### src/rtl/fmac_pkg.sv
// Shared types and sizing helpers for the fmac_seq multiply-accumulate sequencer.
package fmac_pkg;

  // Top-level control states.
  typedef enum logic [1:0] {
    ST_IDLE = 2'd0,
    ST_RUN  = 2'd1,
    ST_FIN  = 2'd2
  } fmac_state_e;

  // FloPoCo word: 2-bit exception, sign, exponent, fraction.
  function automatic int word_w(input int we, input int wf);
    return we + wf + 3;
  endfunction

  // Width of a counter that must be able to hold the value n.
  function automatic int cnt_w(input int n);
    return $clog2(n + 1);
  endfunction

endpackage

### src/rtl/fmac_lat_pipe.sv
// LAT-deep valid/index delay line; tags results coming back from an external
// pipelined core with the term index they belong to.
module fmac_lat_pipe #(
  parameter int LAT = 1,
  parameter int IW  = 1
) (
  input  logic          clk,
  input  logic          clr,
  input  logic          in_valid,
  input  logic [IW-1:0] in_idx,
  output logic          out_valid,
  output logic [IW-1:0] out_idx
);

  logic [LAT-1:0] v_q;
  logic [IW-1:0]  idx_q [LAT];

  // Shift valid and index one stage per cycle; clr drops everything in flight.
  always_ff @(posedge clk) begin
    if (clr) begin
      v_q <= '0;
      for (int i = 0; i < LAT; i++) idx_q[i] <= '0;
    end else begin
      v_q[0]   <= in_valid;
      idx_q[0] <= in_idx;
      for (int i = 1; i < LAT; i++) begin
        v_q[i]   <= v_q[i-1];
        idx_q[i] <= idx_q[i-1];
      end
    end
  end

  assign out_valid = v_q[LAT-1];
  assign out_idx   = idx_q[LAT-1];

endmodule

### src/rtl/fmac_seq.sv
// Self-sequencing dot-product engine: result = acc0 + sum(a[k]*b[k]) using one
// external FloPoCo multiplier and one external FloPoCo adder.
//
// Handshake: start is sampled only in IDLE; an accepted start latches the
// operand vectors and acc0 (init_val, or the held result when use_prev=1).
// busy is high from the next cycle through the done cycle; done is a one-cycle
// pulse during which result is valid, and result holds until the next done.
// start seen while busy is ignored, never queued.
module fmac_seq
  import fmac_pkg::*;
#(
  parameter int WE      = 8,
  parameter int WF      = 23,
  parameter int N_TERMS = 4,
  parameter int MUL_LAT = 1,
  parameter int ADD_LAT = 1,
  localparam int W      = word_w(WE, WF),
  localparam int CW     = cnt_w(N_TERMS)
) (
  input  logic                 clk,
  input  logic                 rst,
  input  logic                 start,
  input  logic                 use_prev,
  input  logic [W-1:0]         init_val,
  input  logic [N_TERMS*W-1:0] a_vec,
  input  logic [N_TERMS*W-1:0] b_vec,
  output logic                 busy,
  output logic                 done,
  output logic [W-1:0]         result,
  output logic [W-1:0]         fmul_x,
  output logic [W-1:0]         fmul_y,
  input  logic [W-1:0]         fmul_r,
  output logic [W-1:0]         fadd_x,
  output logic [W-1:0]         fadd_y,
  input  logic [W-1:0]         fadd_r,
  output fmac_state_e          dbg_state
);

  fmac_state_e state_q, state_d;

  logic [W-1:0]       a_q    [N_TERMS];
  logic [W-1:0]       b_q    [N_TERMS];
  logic [W-1:0]       prod_q [N_TERMS];
  logic [N_TERMS-1:0] pb_valid_q;
  logic [CW-1:0]      mul_cnt_q;
  logic [CW-1:0]      add_cnt_q;
  logic               add_wait_q;
  logic [W-1:0]       acc_q;
  logic [W-1:0]       result_q;

  logic          accept;
  logic          mul_issue;
  logic          add_issue;
  logic [W-1:0]  mul_a, mul_b;
  logic [W-1:0]  prod_sel;
  logic          prod_rdy;
  logic          mul_ret_v;
  logic [CW-1:0] mul_ret_idx;
  logic          add_ret_v;
  logic [CW-1:0] add_ret_idx;
  logic          last_capture;

  assign accept = (state_q == ST_IDLE) && start;

  // Multiplies issue back-to-back until every pair has gone out.
  assign mul_issue = (state_q == ST_RUN) && (mul_cnt_q != CW'(N_TERMS));

  // Pick the current mul operands and the product the next add needs.
  always_comb begin
    mul_a    = '0;
    mul_b    = '0;
    prod_sel = '0;
    prod_rdy = 1'b0;
    for (int k = 0; k < N_TERMS; k++) begin
      if (mul_cnt_q == CW'(k)) begin
        mul_a = a_q[k];
        mul_b = b_q[k];
      end
      if (add_cnt_q == CW'(k)) begin
        prod_sel = prod_q[k];
        prod_rdy = pb_valid_q[k];
      end
    end
  end

  // An add goes out once its product is buffered and the previous sum is in acc.
  assign add_issue = (state_q == ST_RUN) && (add_cnt_q != CW'(N_TERMS)) &&
                     prod_rdy && !add_wait_q;

  assign last_capture = (state_q == ST_RUN) && add_ret_v &&
                        (add_ret_idx == CW'(N_TERMS - 1));

  fmac_lat_pipe #(.LAT(MUL_LAT), .IW(CW)) u_mul_pipe (
    .clk       (clk),
    .clr       (rst),
    .in_valid  (mul_issue),
    .in_idx    (mul_cnt_q),
    .out_valid (mul_ret_v),
    .out_idx   (mul_ret_idx)
  );

  fmac_lat_pipe #(.LAT(ADD_LAT), .IW(CW)) u_add_pipe (
    .clk       (clk),
    .clr       (rst),
    .in_valid  (add_issue),
    .in_idx    (add_cnt_q),
    .out_valid (add_ret_v),
    .out_idx   (add_ret_idx)
  );

  // State register.
  always_ff @(posedge clk) begin
    if (rst) state_q <= ST_IDLE;
    else     state_q <= state_d;
  end

  // Next-state logic.
  always_comb begin
    state_d = state_q;
    case (state_q)
      ST_IDLE: if (start) state_d = ST_RUN;
      ST_RUN:  if (last_capture) state_d = ST_FIN;
      ST_FIN:  state_d = ST_IDLE;
      default: state_d = ST_IDLE;
    endcase
  end

  // Operand capture, counters, product buffer and accumulator.
  always_ff @(posedge clk) begin
    if (rst) begin
      for (int k = 0; k < N_TERMS; k++) begin
        a_q[k]    <= '0;
        b_q[k]    <= '0;
        prod_q[k] <= '0;
      end
      pb_valid_q <= '0;
      mul_cnt_q  <= '0;
      add_cnt_q  <= '0;
      add_wait_q <= 1'b0;
      acc_q      <= '0;
      result_q   <= '0;
    end else if (accept) begin
      for (int k = 0; k < N_TERMS; k++) begin
        a_q[k] <= a_vec[k*W +: W];
        b_q[k] <= b_vec[k*W +: W];
      end
      acc_q      <= use_prev ? result_q : init_val;
      pb_valid_q <= '0;
      mul_cnt_q  <= '0;
      add_cnt_q  <= '0;
      add_wait_q <= 1'b0;
    end else begin
      if (mul_issue) mul_cnt_q <= mul_cnt_q + 1'b1;
      if ((state_q == ST_RUN) && mul_ret_v) begin
        for (int k = 0; k < N_TERMS; k++) begin
          if (mul_ret_idx == CW'(k)) begin
            prod_q[k]     <= fmul_r;
            pb_valid_q[k] <= 1'b1;
          end
        end
      end
      if (add_issue) begin
        add_cnt_q  <= add_cnt_q + 1'b1;
        add_wait_q <= 1'b1;
      end
      if ((state_q == ST_RUN) && add_ret_v) begin
        acc_q      <= fadd_r;
        add_wait_q <= 1'b0;
        if (last_capture) result_q <= fadd_r;
      end
    end
  end

  assign fmul_x    = mul_issue ? mul_a : '0;
  assign fmul_y    = mul_issue ? mul_b : '0;
  assign fadd_x    = add_issue ? acc_q : '0;
  assign fadd_y    = add_issue ? prod_sel : '0;
  assign busy      = (state_q != ST_IDLE);
  assign done      = (state_q == ST_FIN);
  assign result    = result_q;
  assign dbg_state = state_q;

endmodule

### config.mk
export PLATFORM = sky130hd
export DESIGN_NAME = fmac_seq
export DESIGN_NICKNAME = d
export VERILOG_FILES = /design/src/rtl/fmac_pkg.sv /design/src/rtl/fmac_lat_pipe.sv /design/src/rtl/fmac_seq.sv
export SDC_FILE = /design/constraint.sdc
export NUM_CORES = 1
export LEC_CHECK = 0
export ABC_CLOCK_PERIOD_IN_PS = 23700
export CAP_MARGIN = 0
export CORE_AREA = 2 2 215 217
export DETAILED_ROUTE_END_ITERATION = 8
export DIE_AREA = 0 0 217 219
export PLACE_DENSITY = 0.81
export SLEW_MARGIN = 20
export SYNTH_ARGS = -nofsm -noshare
export SYNTH_HDL_FRONTEND = slang
export SYNTH_SLANG_ARGS = --single-unit
### constraint.sdc
create_clock -name clk -period 23.7 [get_ports clk]
set_input_delay 2.37 -clock clk [delete_from_list [all_inputs] [get_ports clk]]
set_output_delay 2.37 -clock clk [all_outputs]
set_load 0.01 [all_outputs]
==> impl_metrics.csv <==
group,metric,value,unit
outcome,status,"completed",
synthesis,postSynth.asyncResetShare,0,%
hold_path,min_from,"pb_valid_q[3]",
cells_and_area,drive_above_1_share,4.65,%
synthesis,yosysMostFrequentCell,"sky130_fd_sc_hd__edfxtp_1",
die,initial_core_util,50.3,%
detailed_routing,drt_drc_violations_left,0,
detailed_routing,drtPass1Iterations,5,
worst_setup_path,cp_max_fo,97,
clock_tree,clk_transition_reported_paths,0.06,ns
cells_and_area,finalInstanceArea,30200,um^2
sta,setup_violations,0,
clock_tree,cts_resized,0,
die,die-area,47500,um^2
power,vdd_drop_max,0.0639,mV
clock_tree,cts.htree.levels,2,
synthesis,synthesis.area_per_instance,11.3,um^2
job,drv_cap,0,
detailed_routing,detail_route.iter0.violations,1443,
cells_and_area,area_delta_synth_final,33.2,%
detailed_routing,drt-total-wl,64.8,mm
clock_tree,clock_tree.root_cell,"sky130_fd_sc_hd__clkbuf_16",
clock_tree,cts_hold_buffers,0,
clock_tree,clock_latency,0.59,ns
detailed_routing,viasPerCell,5.49,
grt,number_of_global_route_vias_before_repair,17200,
synthesis,post-synth-top-area-cell,"sky130_fd_sc_hd__edfxtp_1",
sta,sum_of_negative_setup_slack,0,ns
placement,port-buffer-count,551,
die,die_w,217,um
sta,tightest_slew,0.962,ns
clock_tree,cts_setup_buffers,0,
detailed_routing,ant_nets,0,
sta,clock.fmax,0.165,GHz
clock_tree,clock_sink_count,497,
power,power_density_over_the_cells,66.7,nW/um^2
sta,finalMaxSlewViolations,0,
grt,wire_length_of_the_first_global_routing_pass,96.2,mm
hold_path,hold_path_class,"flop to flop",
synthesis,netlist_top_cells_count,"sky130_fd_sc_hd__edfxtp_1, sky130_fd_sc_hd__and2_1, sky130_fd_sc_hd__nor2_1, sky130_fd_sc_hd__nand2_1, sky130_fd_sc_hd__a21oi_1",
cells_and_area,layout.nets,2865,
worst_setup_path,reg2reg_slack,20.36,ns
worst_setup_path,reg2reg_from,"dbg_state[0]",
synthesis,synthesis.area,22700,um^2
synthesis,number_of_synthesized_flops_with_an_enable_pin,408,
synthesis,syn-num-nets,2397,
worst_setup_path,critical_path.startpoint_type,"flop",
synthesis,synthFlopType,"sky130_fd_sc_hd__edfxtp_1",
synthesis,synth_cells,2009,
die,dieHeight,219,um
worst_setup_path,r2r.worst_path.cells,7,
synthesis,synth_seq_area_share,61.9,%
worst_setup_path,setup.worst_path.end_class,"primary output",
hold_path,hold_path_end,"pb_valid_q[3]",
worst_setup_path,critical_path_required,21.33,ns
cells_and_area,fillers,3311,
detailed_routing,route.vias.total,17200,
placement,gp_congestion,0.875,
power,power.static_leakage,0.0111,uW
clock_tree,tritoncts.num_buffers,51,
placement,dp.final_hpwl,42.8,mm
grt,globalRoute.totalOverflow,0,
sta,clock_skew,0.0197,ns
worst_setup_path,crit_arrival,3.68,ns
grt,antenna_found_initial,11,
sta,finalHoldViolations,0,
die,num_rows,78,
worst_setup_path,critPathKind,"flop to primary output",
grt,global_route.usage.total,26.3,%
die,pin_count,552,
worst_setup_path,worst_r2r_endpoint,"a_q[2][12]",
synthesis,synth_seq_cells,497,
detailed_routing,wl_per_cell,20.7,um
cells_and_area,multi_input_area,7970,um^2
synthesis,ys_top_cells_by_area,"sky130_fd_sc_hd__edfxtp_1, sky130_fd_sc_hd__and2_1, sky130_fd_sc_hd__dfxtp_1",
sta,timing.final.crit_period,6.05,ns
synthesis,yosys.area.top_type_share,54.0,%
grt,maximum_number_of_pins_on_one_net_before_global_route_repair,159,
cells_and_area,utilization,67.0,%
synthesis,ys_warn_count,0,
sta,finalCritPeriodShare,25.5,%
clock_tree,max_root_sink_buffers,3,
cells_and_area,register_area,14000,um^2
hold_path,worstHoldPathCells,2,
sta,grt_setup_unrepaired,"false",
synthesis,synth.lib_cells_used.distinct,39,
placement,placement.cell_area,28500,um^2
clock_tree,tritoncts_clock_tree,"built",
sta,maxSlewHeadroom,35.9,%
die,floorplan.core_area,45100,um^2
## cell families (layout without fill, tap and decap cells)
logic type / count (synthesis) / after routing / share of synthesized area, %
other cells: 0 / 10 / 0
simple gates: 861 / 861 / 20.6
xor+xnor: 1 / 1 / 0.0386
fa+ha+maj: 10 / 10 / 0.552
mux: 36 / 36 / 1.59
compound gates: 427 / 427 / 12.0
buf+inv: 177 / 683 / 3.23
flops: 497 / 497 / 61.9
## layout by cell type (no fill, tap or decap), types with 52 or more instances in the layout
| cell | count |
|---|---|
| sky130_fd_sc_hd__a21oi_1 | 140 |
| sky130_fd_sc_hd__nand2_1 | 177 |
| sky130_fd_sc_hd__o21ai_0 | 105 |
| sky130_fd_sc_hd__nand2b_1 | 73 |
| sky130_fd_sc_hd__edfxtp_1 | 408 |
| sky130_fd_sc_hd__nor2_1 | 182 |
| sky130_fd_sc_hd__and2_1 | 307 |
| sky130_fd_sc_hd__a211oi_1 | 70 |
| sky130_fd_sc_hd__dfxtp_1 | 89 |
| sky130_fd_sc_hd__clkbuf_16 | 52 |
| sky130_fd_sc_hd__clkdlybuf4s50_1 | 549 |
| sky130_fd_sc_hd__and3b_1 | 66 |
| sky130_fd_sc_hd__a22o_1 | 68 |
## area by class of cell
type,instances,area share (%)
sequential,497,46.5
clock inverter,25,0.820
antenna,10,0.0829
timing repair buffer,580,19.0
clock buffer,66,4.58
multi-input combinational,1335,26.4
inverter,12,0.174
tap,600,2.49
## critical path, stage by stage (launching register included)
cell	delay, ns
sky130_fd_sc_hd__dfxtp_1	0.36
sky130_fd_sc_hd__inv_1	0.16
sky130_fd_sc_hd__ha_4	0.42
sky130_fd_sc_hd__buf_4	0.78
sky130_fd_sc_hd__and3b_1	0.27
sky130_fd_sc_hd__a21oi_1	0.14
sky130_fd_sc_hd__o21ai_0	0.11
sky130_fd_sc_hd__a22o_1	0.27
sky130_fd_sc_hd__clkdlybuf4s50_1	0.51
## routing by layer
metal  global-route usage, %  routed length, um  up-vias
li1                        -                  -     8060
met1                    31.6              24300     8251
met2                    45.8              33000      690
met3                    5.86               4920      144
met4                    11.1               2500        6
met5                       0                 38        -
## power by group
| part | total [uW] | internal, uW | switching, uW |
|---|---|---|---|
| combinational | 207 | 108 | 98.5 |
| clock | 792 | 464 | 329 |
| sequential | 1020 | 1000 | 16.2 |
| total | 2020 | 1570 | 443 |
## flip-flops by register name, indices dropped and copies added (netlist names)
signal and cells:
b_q 136, mul_cnt_q 3, a_q 136, u_add_pipe.idx_q 3, pb_valid_q 4, u_add_pipe.out_valid 1, u_mul_pipe.out_valid 1, add_wait_q 1
u_mul_pipe.idx_q 3, add_cnt_q 3, result 34, acc_q 34, dbg_state 2, prod_q 136
## worst max-delay path by stage
stage	start	end	slack, ns	cells after the start
after floorplan	rst	a_q[0][0]	13.46	3
after global placement	add_cnt_q[1]	fadd_x[24]	17.91	7
after detailed placement	add_cnt_q[1]	fadd_x[20]	17.74	7
after CTS	add_cnt_q[1]	fadd_x[20]	17.04	7
after global routing	mul_cnt_q[1]	fmul_x[2]	17.41	8
final	mul_cnt_q[1]	fmul_y[0]	17.65	8
## per-stage QoR
stage                     std cells  power (uW)  setup WS (ns)  hold WS (ns)
after floorplan                2009        1130          13.46         0.426
after global placement         3023        1230          17.91         0.437
after detailed placement       3023        1240          17.74         0.442
after CTS                      3114        2030          17.04         0.452
after global routing           3123        2080          17.41         0.474
final                          3125        2020          17.65         0.454
(Power assumes the default switching activity.)
